File: src/rtl/div_pkg.sv
// Shared constants and types for the fixed-latency restoring divider.
// QMAX/QMIN are the saturated quotients reported on overflow at the default width.
package div_pkg;

  localparam int DEFAULT_WIDTH = 32;
  localparam int LATENCY       = DEFAULT_WIDTH + 1;

  typedef enum logic [1:0] {
    IDLE,
    CALC,
    DONE
  } divState_t;

  localparam logic [DEFAULT_WIDTH-1:0] QMAX = {1'b0, {(DEFAULT_WIDTH-1){1'b1}}};
  localparam logic [DEFAULT_WIDTH-1:0] QMIN = {1'b1, {(DEFAULT_WIDTH-1){1'b0}}};

endpackage

File: src/rtl/div_step.sv
// One restoring division stage on magnitudes: shift in the next dividend bit,
// trial-subtract the divisor, keep the difference if it did not go negative.
module div_step
  import div_pkg::*;
#(
  parameter int WIDTH = DEFAULT_WIDTH
) (
  input  logic [WIDTH-1:0] remIn,
  input  logic             bitIn,
  input  logic [WIDTH-1:0] divisor,
  output logic [WIDTH-1:0] remOut,
  output logic             qBit
);

  logic [WIDTH:0] shifted;

  assign shifted = {remIn, bitIn};
  assign qBit    = (shifted >= {1'b0, divisor});

  // When the subtraction succeeds the true difference fits in WIDTH bits,
  // so the low bits of a WIDTH-bit subtract are exact.
  assign remOut  = qBit ? (shifted[WIDTH-1:0] - divisor) : shifted[WIDTH-1:0];

endmodule

File: src/rtl/fixed_latency_divider.sv
// Signed 2W-by-W divider with a fixed W+1 clock latency from the start edge.
// Iterates on magnitudes, then applies sign, divide-by-zero and saturation fixup.
module fixed_latency_divider
  import div_pkg::*;
#(
  parameter int WIDTH = DEFAULT_WIDTH
) (
  input  logic               clock,
  input  logic               reset,
  input  logic               start,
  input  logic [2*WIDTH-1:0] dvd,
  input  logic [WIDTH-1:0]   dvs,
  output logic [WIDTH-1:0]   quot,
  output logic [WIDTH-1:0]   rem,
  output logic               valid,
  output logic               busy,
  output logic               dbz,
  output logic               ovf
);

  localparam int              CW        = (WIDTH > 1) ? $clog2(WIDTH) : 1;
  localparam logic [CW-1:0]    LAST_ITER = CW'(WIDTH - 1);
  localparam logic [WIDTH-1:0] SAT_MAX   = {1'b0, {(WIDTH-1){1'b1}}};
  localparam logic [WIDTH-1:0] SAT_MIN   = {1'b1, {(WIDTH-1){1'b0}}};

  divState_t state;
  divState_t stateNext;

  logic             startQ;
  logic             accept;
  logic             loadOp;
  logic             doStep;
  logic             finish;

  logic [CW-1:0]    iterCnt;
  logic             stepsDone;
  logic [WIDTH-1:0] partRem;
  logic [WIDTH-1:0] dvdShift;
  logic [WIDTH-1:0] magQ;
  logic [WIDTH-1:0] magDvs;
  logic [WIDTH-1:0] dvdLow;
  logic             signQ;
  logic             signR;
  logic             dbzPre;
  logic             preOvf;

  logic [2*WIDTH-1:0] dvdMag;
  logic [WIDTH-1:0]   dvsMag;
  logic [WIDTH-1:0]   stepRem;
  logic               stepBit;
  logic               overflow;
  logic [WIDTH-1:0]   quotSigned;
  logic [WIDTH-1:0]   remSigned;

  assign accept = start & ~startQ;
  assign dvdMag = dvd[2*WIDTH-1] ? -dvd : dvd;
  assign dvsMag = dvs[WIDTH-1] ? -dvs : dvs;

  div_step #(
    .WIDTH(WIDTH)
  ) stepUnit (
    .remIn  (partRem),
    .bitIn  (dvdShift[WIDTH-1]),
    .divisor(magDvs),
    .remOut (stepRem),
    .qBit   (stepBit)
  );

  // A quotient of exactly 2^(W-1) is only representable when it is negative.
  assign overflow   = preOvf | (~signQ & magQ[WIDTH-1]) | (signQ & (magQ > SAT_MIN));
  assign quotSigned = signQ ? -magQ : magQ;
  assign remSigned  = signR ? -partRem : partRem;

  always_ff @(posedge clock or negedge reset) begin
    if (!reset) begin
      state <= IDLE;
    end else begin
      state <= stateNext;
    end
  end

  // CALC holds for WIDTH step cycles plus one fixup cycle, so the result lands on a fixed edge.
  always_comb begin
    stateNext = state;
    loadOp    = 1'b0;
    doStep    = 1'b0;
    finish    = 1'b0;
    case (state)
      IDLE: begin
        if (accept) begin
          stateNext = CALC;
          loadOp    = 1'b1;
        end
      end
      CALC: begin
        if (stepsDone) begin
          stateNext = DONE;
          finish    = 1'b1;
        end else begin
          doStep = 1'b1;
        end
      end
      DONE: begin
        if (accept) begin
          stateNext = CALC;
          loadOp    = 1'b1;
        end
      end
      default: stateNext = IDLE;
    endcase
  end

  // Seeding the partial remainder with the dividend's upper half needs only W steps;
  // any case where that half is not below the divisor is flagged as overflow up front.
  always_ff @(posedge clock or negedge reset) begin
    if (!reset) begin
      startQ    <= 1'b0;
      iterCnt   <= '0;
      stepsDone <= 1'b0;
      partRem   <= '0;
      dvdShift  <= '0;
      magQ      <= '0;
      magDvs    <= '0;
      dvdLow    <= '0;
      signQ     <= 1'b0;
      signR     <= 1'b0;
      dbzPre    <= 1'b0;
      preOvf    <= 1'b0;
      quot      <= '0;
      rem       <= '0;
      valid     <= 1'b0;
      busy      <= 1'b0;
      dbz       <= 1'b0;
      ovf       <= 1'b0;
    end else begin
      startQ <= start;
      if (loadOp) begin
        partRem   <= dvdMag[2*WIDTH-1:WIDTH];
        dvdShift  <= dvdMag[WIDTH-1:0];
        magQ      <= '0;
        magDvs    <= dvsMag;
        dvdLow    <= dvd[WIDTH-1:0];
        signQ     <= dvd[2*WIDTH-1] ^ dvs[WIDTH-1];
        signR     <= dvd[2*WIDTH-1];
        dbzPre    <= (dvs == '0);
        preOvf    <= (dvdMag[2*WIDTH-1:WIDTH] >= dvsMag);
        iterCnt   <= '0;
        stepsDone <= 1'b0;
        busy      <= 1'b1;
        valid     <= 1'b0;
      end
      if (doStep) begin
        partRem  <= stepRem;
        dvdShift <= {dvdShift[WIDTH-2:0], 1'b0};
        magQ     <= {magQ[WIDTH-2:0], stepBit};
        if (iterCnt == LAST_ITER) begin
          iterCnt   <= '0;
          stepsDone <= 1'b1;
        end else begin
          iterCnt <= iterCnt + 1'b1;
        end
      end
      if (finish) begin
        stepsDone <= 1'b0;
        busy      <= 1'b0;
        valid     <= 1'b1;
        dbz       <= dbzPre;
        if (dbzPre) begin
          quot <= '1;
          rem  <= dvdLow;
          ovf  <= 1'b0;
        end else if (overflow) begin
          quot <= signQ ? SAT_MIN : SAT_MAX;
          rem  <= '0;
          ovf  <= 1'b1;
        end else begin
          quot <= quotSigned;
          rem  <= remSigned;
          ovf  <= 1'b0;
        end
      end
    end
  end

endmodule

File: config.mk
export PLATFORM = sky130hd
export DESIGN_NAME = fixed_latency_divider
export DESIGN_NICKNAME = d
export VERILOG_FILES = /design/src/rtl/div_pkg.sv /design/src/rtl/div_step.sv /design/src/rtl/fixed_latency_divider.sv
export SDC_FILE = /design/constraint.sdc
export NUM_CORES = 1
export LEC_CHECK = 0
export CAP_MARGIN = 40
export CORE_MARGIN = 4
export CORE_UTILIZATION = 30
export CTS_CLUSTER_DIAMETER = 40
export DETAILED_ROUTE_END_ITERATION = 10
export SLEW_MARGIN = 30
export SYNTH_ARGS = -nofsm -noshare
export SYNTH_HDL_FRONTEND = slang
export SYNTH_SLANG_ARGS = --single-unit
File: constraint.sdc
create_clock -name clock -period 4.2 [get_ports clock]
set_clock_uncertainty 0.05 [all_clocks]
set_input_delay 1.05 -clock clock [delete_from_list [all_inputs] [get_ports clock]]
set_output_delay 1.05 -clock clock [all_outputs]
set_load 0.005 [all_outputs]
==> impl_metrics.ini, run 1 <==
[yosys]
ys_seq_area_share_pct = 39.1
syn_nets = 1897
synth_most_common_cell = nand2_1
synth_area_mm2 = 0.0154
muxShareOfSynthArea_pct = 2.05
synth_top_area_cell = dfrtp_1
synthTopCellsByArea = dfrtp_1, xor2_1, o21ai_0
synth_top_area_share_pct = 39.1
ys_ff_latch = 241
ys_types = 69
yosys-top-cells-count = nand2_1, dfrtp_1, o21ai_0
synth-simple-area-share_pct = 15.5
synth.avg_cell_area_um2 = 8.92
yosys_most_used_dff = dfrtp_1
synth_top_family_by_area = compound AO/OA/AOI/OAI gates
netlist_instances = 1727
synthAdderAreaFrac_pct = 5.81
synth_xor_area_share_pct = 9.95
async_flop_share_pct = 100
yosys_warnings = 0
synth-edff-count = 0
synth_compound_area_share_pct = 23.7

[critical_path]
start_kind = primary input
cpPeakStageDelay_ps = 540
reg2reg_from = magQ[10]
cp-end-kind = register
regToRegEndpoint = rem[12]
r2r_slack_ps = 270
cp_slowest_cell = or4_4
reg2reg_depth = 10
cp_max_fo = 4
required_ps = 4560
worstSetupPathType = in -> reg
path_cells = buf_6, or4_4, or3_4, nor4b_4, buf_6, buf_6, and2_4, nand2_4, or2_2, nand2_1, xnor2_1, ha_1, nand4_1, a211oi_2, a2111oi_4, buf_4, o41ai_4, a211oi_2, a21oi_1
crit_top_cell = buf_6
cp.arrival_ps = 4910
critical-path-top-delay-family = simple AND/OR/NAND/NOR gates
critPathBufInv = 4

[placement]
place_inst = 2701
pre_cts_slack_ps = -1630
portBuffers = 166
gp_congestion = 0.916
dp_hpwl_um = 37700

[floorplan]
rows = 82
num_io_pins = 167
die_area_mm2 = 0.0550
die_h_um = 235
fp.dieW_um = 235
initial_core_util_pct = 30.5
core-area_mm2 = 0.0505

[pwr]
p_leak_nw = 9.35
power_density_mw_per_mm2 = 725
vdd_drop_max_mv = 0.380
p_total_mw = 15.3
p_int_mw = 8.95
seq_power_share_pct = 28.1
p_switching_mw = 6.36
clockPowerShare_pct = 20.7
sw_frac_of_total_pct = 41.5
comb_power_share_pct = 51.2

[outcome]
status = finished, violations left
violations = setup timing

[grt]
grt_pass1_vias = 14400
gr-total-overflow = 0
antenna_found_initial = 1
grt_start_max_net_pins = 104
grt_pass1_wl_um = 79100
grtUsageTotal_pct = 17.3

[clock_tree]
clk_latency_ps = 520
numClockSinks = 241
numCtsBuffers = 39
htreeDepth = 2
root_buffer = clkbuf_16
cts_tree = built
ctsHoldBuffers = 0
path_clk_slew_ps = 50
cts.path.max_buffers = 3

[timing]
fin_crit_sh_pct = 108
setup_slack_ps = -355
finalCriticalPeriod_ps = 4550
rsz0062_at_grt = true
drv_slew = 0
tightest_slew_ps = 801
maxSlewHeadroom_pct = 46.6
hold_viol_final = 0
setup_viol = 1
fmax_mhz = 220

[routing]
vias = 14400
antenna_left = 0
totalWireLength_um = 49700
dr.pass1.iters = 5
drt-initial-drc-count = 886
drc = 0
wl_per_cell_um = 17.8
vias_per_cell = 5.17

[worst_hold_path]
min_path_type = reg -> reg
hold_depth = 2
hold_start = state[1]
holdPathEnd = state[1]

[final_layout]
finalNonFillerCells = 2790
drive_gt1_share_pct = 18.8
n_antenna_cell = 0
fin_nets = 2260
area_growth_pct = 37.0
final_util_pct = 41.8

[flow_run]
cap_viol_max_count = 0
==> per-layer routing <==
layer / vias to the layer above / GRT usage (%) / part of all wire [%]
met5: - / 0 / 0.026
met4: 2 / 4.12 / 2.0
met3: 65 / 3.24 / 5.5
met2: 366 / 28.7 / 47
met1: 6961 / 23.4 / 45
li1: 7026 / - / -
==> logic make-up (layout without fill, tap and decap cells) <==
| group | Yosys count | after routing |
|---|---|---|
| XOR/XNOR | 175 | 175 |
| buffers and inverters | 150 | 541 |
| multiplexers | 31 | 31 |
| AO/OA/AOI/OAI | 563 | 563 |
| AND/OR/NAND/NOR | 496 | 496 |
| adder cells (fa/ha/maj) | 71 | 71 |
| flip-flops | 241 | 241 |
==> area by class of cell <==
class,instances,area (um2)
fill,5032,29400
multi-input combinational,1336,9070
sequential,241,6030
timing repair buffer,419,3670
clock buffer,48,1080
tap,672,841
clock inverter,21,219
inverter,53,199
==> flip-flops by register name (all words and copies together) (netlist names) <==
name and cells:
rem 32, dvdLow 32, busy 1, magDvs 32, dvdShift 32, stepsDone 1
signQ 1, magQ 32, iterCnt 5, dbz 1, valid 1, quot 32
preOvf 1, dbzPre 1, partRem 32, state 2, startQ 1, signR 1
ovf 1
==> repair_timing <==
item	4_1_cts	5_1_grt
gates resized for setup	68	12
endpoints found under the setup margin	3	1
setup buffers	13	5
pin swaps	30	14
cloned	0	0
==> how the worst max path moves through the flow <==
stage	startpoint	to	cells past startpoint
global route	dvd[0]	preOvf	19
detailed placement	dvd[15]	preOvf	19
global placement	dvd[15]	preOvf	19
finish	dvd[18]	preOvf	19
CTS	dvd[18]	preOvf	19
floorplan	dvd[15]	preOvf	18
==> layout by cell type, fill, tap and decap left out, types with 8 or more instances in the layout <==
cell             Yosys  layout
a31oi_1              8       8
or4_1               26      21
nand2_1            245     241
o21ai_0            188     181
nand2b_1            11      10
clkdlybuf4s50_1      0     149
dfrtp_1            241     240
buf_4                1     241
a211oi_1            12      10
nand4_1              8       8
a221oi_1            15      15
nor3_2              10      12
o31ai_1             43      40
nor2b_1             14      14
a21oi_1             67      62
nor2_1              77      73
ha_1                70      70
xor2_1             112     112
a22oi_1             53      53
inv_1               53      53
clkbuf_16            0      41
o21a_1              36      35
xnor2_1             63      62
a22o_1              33      33
o41ai_1             28      23
a21o_1              16      15
o21ai_1             25      31
mux2i_1             27      27
nor3_1              28      26
or3_1               21      19
nand3_1             15      15
==> per-stage QoR <==
stage	hold WS [ps]	setup TNS (ps)	cell area (um2)
after floorplan	388	-536	15400
after global placement	403	-7660	19400
after detailed placement	410	-9170	19400
after CTS	422	-331	21000
after global routing	440	-462	21100
final	423	-355	21100
==> worst min-delay path, stage by stage, from the launching register on <==
cell and delay [ps]:
dfrtp_1 340, nand2_1 50, nand2_1 60
==> power by group through the flow <==
stage / combinational (mW) / sequential [mW] / clock (mW)
floorplan: 5.36 / 4.05 / 0
global placement: 7.57 / 4.31 / 0
detailed placement: 7.68 / 4.34 / 0
CTS: 7.77 / 4.32 / 3.24
global route: 8.72 / 4.44 / 3.34
finish: 7.84 / 4.30 / 3.17
Power figures use the tool's default switching activity.
==> run 2: changes to the inputs <==
==> constraint.sdc (replaced) <==
create_clock -name clock -period 5.6 [get_ports clock]
set_clock_uncertainty 0.05 [all_clocks]
set_input_delay 1.4 -clock clock [delete_from_list [all_inputs] [get_ports clock]]
set_output_delay 1.4 -clock clock [all_outputs]
set_load 0.005 [all_outputs]
==> run 2 against run 1 <==
  * The flow now finishes without violations
  * Global-route usage decreased by 0.14 points
  * Count of clock-buffer cells in the layout decreased by 4
  * Routed wire length decreased by 2.0%
  * Combinational power decreased by 28%
  * Critical endpoint unchanged
  * Highest routed layer unchanged
==> impl_metrics.ini, run 2 (synthesis results as in run 1) <==
[pwr]
sw_frac_of_total_pct = 42.3
seq_power_share_pct = 29.5
p_int_mw = 6.45
clockPowerShare_pct = 20.1
power_density_mw_per_mm2 = 562
vdd_drop_max_mv = 0.223
p_leak_nw = 8.59
p_switching_mw = 4.72
p_total_mw = 11.2
comb_power_share_pct = 50.4

[final_layout]
area_growth_pct = 29.1
finalNonFillerCells = 2669
drive_gt1_share_pct = 12.0
final_util_pct = 39.4
mostFrequentLayoutCell = nand2_1
layout_common_cells = nand2_1, dfrtp_1, o21ai_0, clkdlybuf4s50_1, buf_4
fin_nets = 2139
fill_cells = 5041

[critical_path]
cp-end-kind = register
worstSetupPathType = in -> reg
r2r_slack_ps = 1390
path_cells = clkdlybuf4s50_1, or4_1, or3_4, nor4b_2, buf_4, nand2_1, nand2_1, xor2_1, ha_1, nand2b_1, a21o_1, a21o_1, a21oi_1, o211ai_1, a2111oi_2, buf_4, o41ai_2, a211oi_1, a21oi_1
regToRegEndpoint = partRem[15]
cp_max_fo = 4
crit_end = preOvf
required_ps = 5960
start_kind = primary input
cp-startpoint = dvd[18]
reg2reg_from = partRem[11]
reg2reg_depth = 11
cp.arrival_ps = 5770
cp_slowest_cell = or4_1
crit_cells = 19
critical-path-top-delay-family = simple AND/OR/NAND/NOR gates
cpPeakStageDelay_ps = 560
critPathBufInv = 3

[timing]
maxSlewHeadroom_pct = 44.0
setup_slack_ps = 191
fmax_mhz = 185
hold_viol_final = 0
tightest_slew_ps = 840
drv_slew = 0
fin_crit_sh_pct = 96.6
setup_tns_ps = 0
setup_viol = 0
finalCriticalPeriod_ps = 5410

[floorplan]
die_h_um = 235
rows = 82
die_area_mm2 = 0.0550
core-area_mm2 = 0.0505
fp.dieW_um = 235
initial_core_util_pct = 30.5
num_io_pins = 167

[routing]
drt-initial-drc-count = 962
vias = 14000
vias_per_cell = 5.25
dr.pass1.iters = 5
totalWireLength_um = 48700
antenna_left = 0
drc = 0
wl_per_cell_um = 18.3

[clock_tree]
numClockSinks = 241
numCtsBuffers = 36
path_clk_slew_ps = 60
root_buffer = clkbuf_16
post_cts_buffers = 0
cts.path.max_buffers = 3
cts_tree = built
ctsHoldBuffers = 0
htreeDepth = 2
clk_latency_ps = 540

[placement]
dp_hpwl_um = 36800
place_inst = 2600
gp_congestion = 0.916
pre_cts_slack_ps = -645
portBuffers = 166

[flow_run]
cap_viol_max_count = 0

[grt]
grt_pass1_wl_um = 78000
grt_start_max_net_pins = 119
grt_pass1_vias = 14000
grtUsageTotal_pct = 17.1
antenna_found_initial = 3
gr-total-overflow = 0

[worst_hold_path]
min_path_type = reg -> reg

[outcome]
status = finished clean
==> run 2: cell count changes in the layout (fill, tap and decap cells not counted), moves of 5 or more <==
cell,previous run,this run
a21oi_1,62,67
a21oi_2,5,0
buf_4,241,128
buf_6,5,0
clkbuf_16,41,36
clkdlybuf4s15_1,5,0
clkdlybuf4s50_1,149,164
dlygate4sd2_1,7,0
o21ai_0,181,188
o21ai_1,31,25
==> run 2: metrics by stage <==
step	hold slack, ps	area, um2
CTS	414	19800
finish	412	19900
global placement	400	18500
detailed placement	407	18600
floorplan	388	15400
global route	439	19900
==> run 2: worst register-to-register path, stage by stage (launching register included) <==
cell	delay, ps
dfrtp_1	470
ha_1	520
nand4_1	190
or3_1	440
nor4bb_1	570
a21bo_2	230
a21oi_1	60
o21ai_0	380
a21o_1	160
buf_4	330
mux2_2	390
a221o_1	310
==> run 2: metal layers <==
metal / track usage, % / routed length [um]
met4: 3.90 / 954
met2: 27.4 / 21900
met1: 24.0 / 22700
met5: 0 / 27
met3: 3.28 / 3130
==> run 2: cell type report <==
type / count / area (um2) / share of cell area (%)
antenna: 1 / 2.50 / 0.0126
clock inverter: 21 / 233 / 1.17
sequential: 241 / 6030 / 30.3
clock buffer: 44 / 971 / 4.88
inverter: 53 / 199 / 1.00
timing repair buffer: 301 / 2770 / 13.9
multi-input combinational: 1336 / 8850 / 44.5
tap: 672 / 841 / 4.23
==> run 2: worst min path at each step <==
stage                          start    endpoint  cells after the start
after floorplan             state[1]    state[1]                      2
after CTS                 iterCnt[3]  iterCnt[3]                      1
after detailed placement  iterCnt[3]  iterCnt[3]                      1
final                     iterCnt[3]  iterCnt[3]                      1
after global placement      state[1]    state[1]                      2
after global routing      dvdLow[10]  dvdLow[10]                      2
==> run 2: timing repair <==
| item | 4_1_cts | 5_1_grt |
|---|---|---|
| pin swaps | 0 | 2 |
| gates resized for setup | 1 | 5 |
| setup endpoints to repair | 1 | 1 |
==> run 2: power by group through the flow <==
stage                     Clock, mW  Combinational (mW)  Sequential (mW)
after floorplan                   0                4.02             3.03
after global placement            0                5.40             3.31
after detailed placement          0                5.55             3.32
after CTS                      2.29                5.58             3.29
after global routing           2.37                6.31             3.40
final                          2.24                5.63             3.30
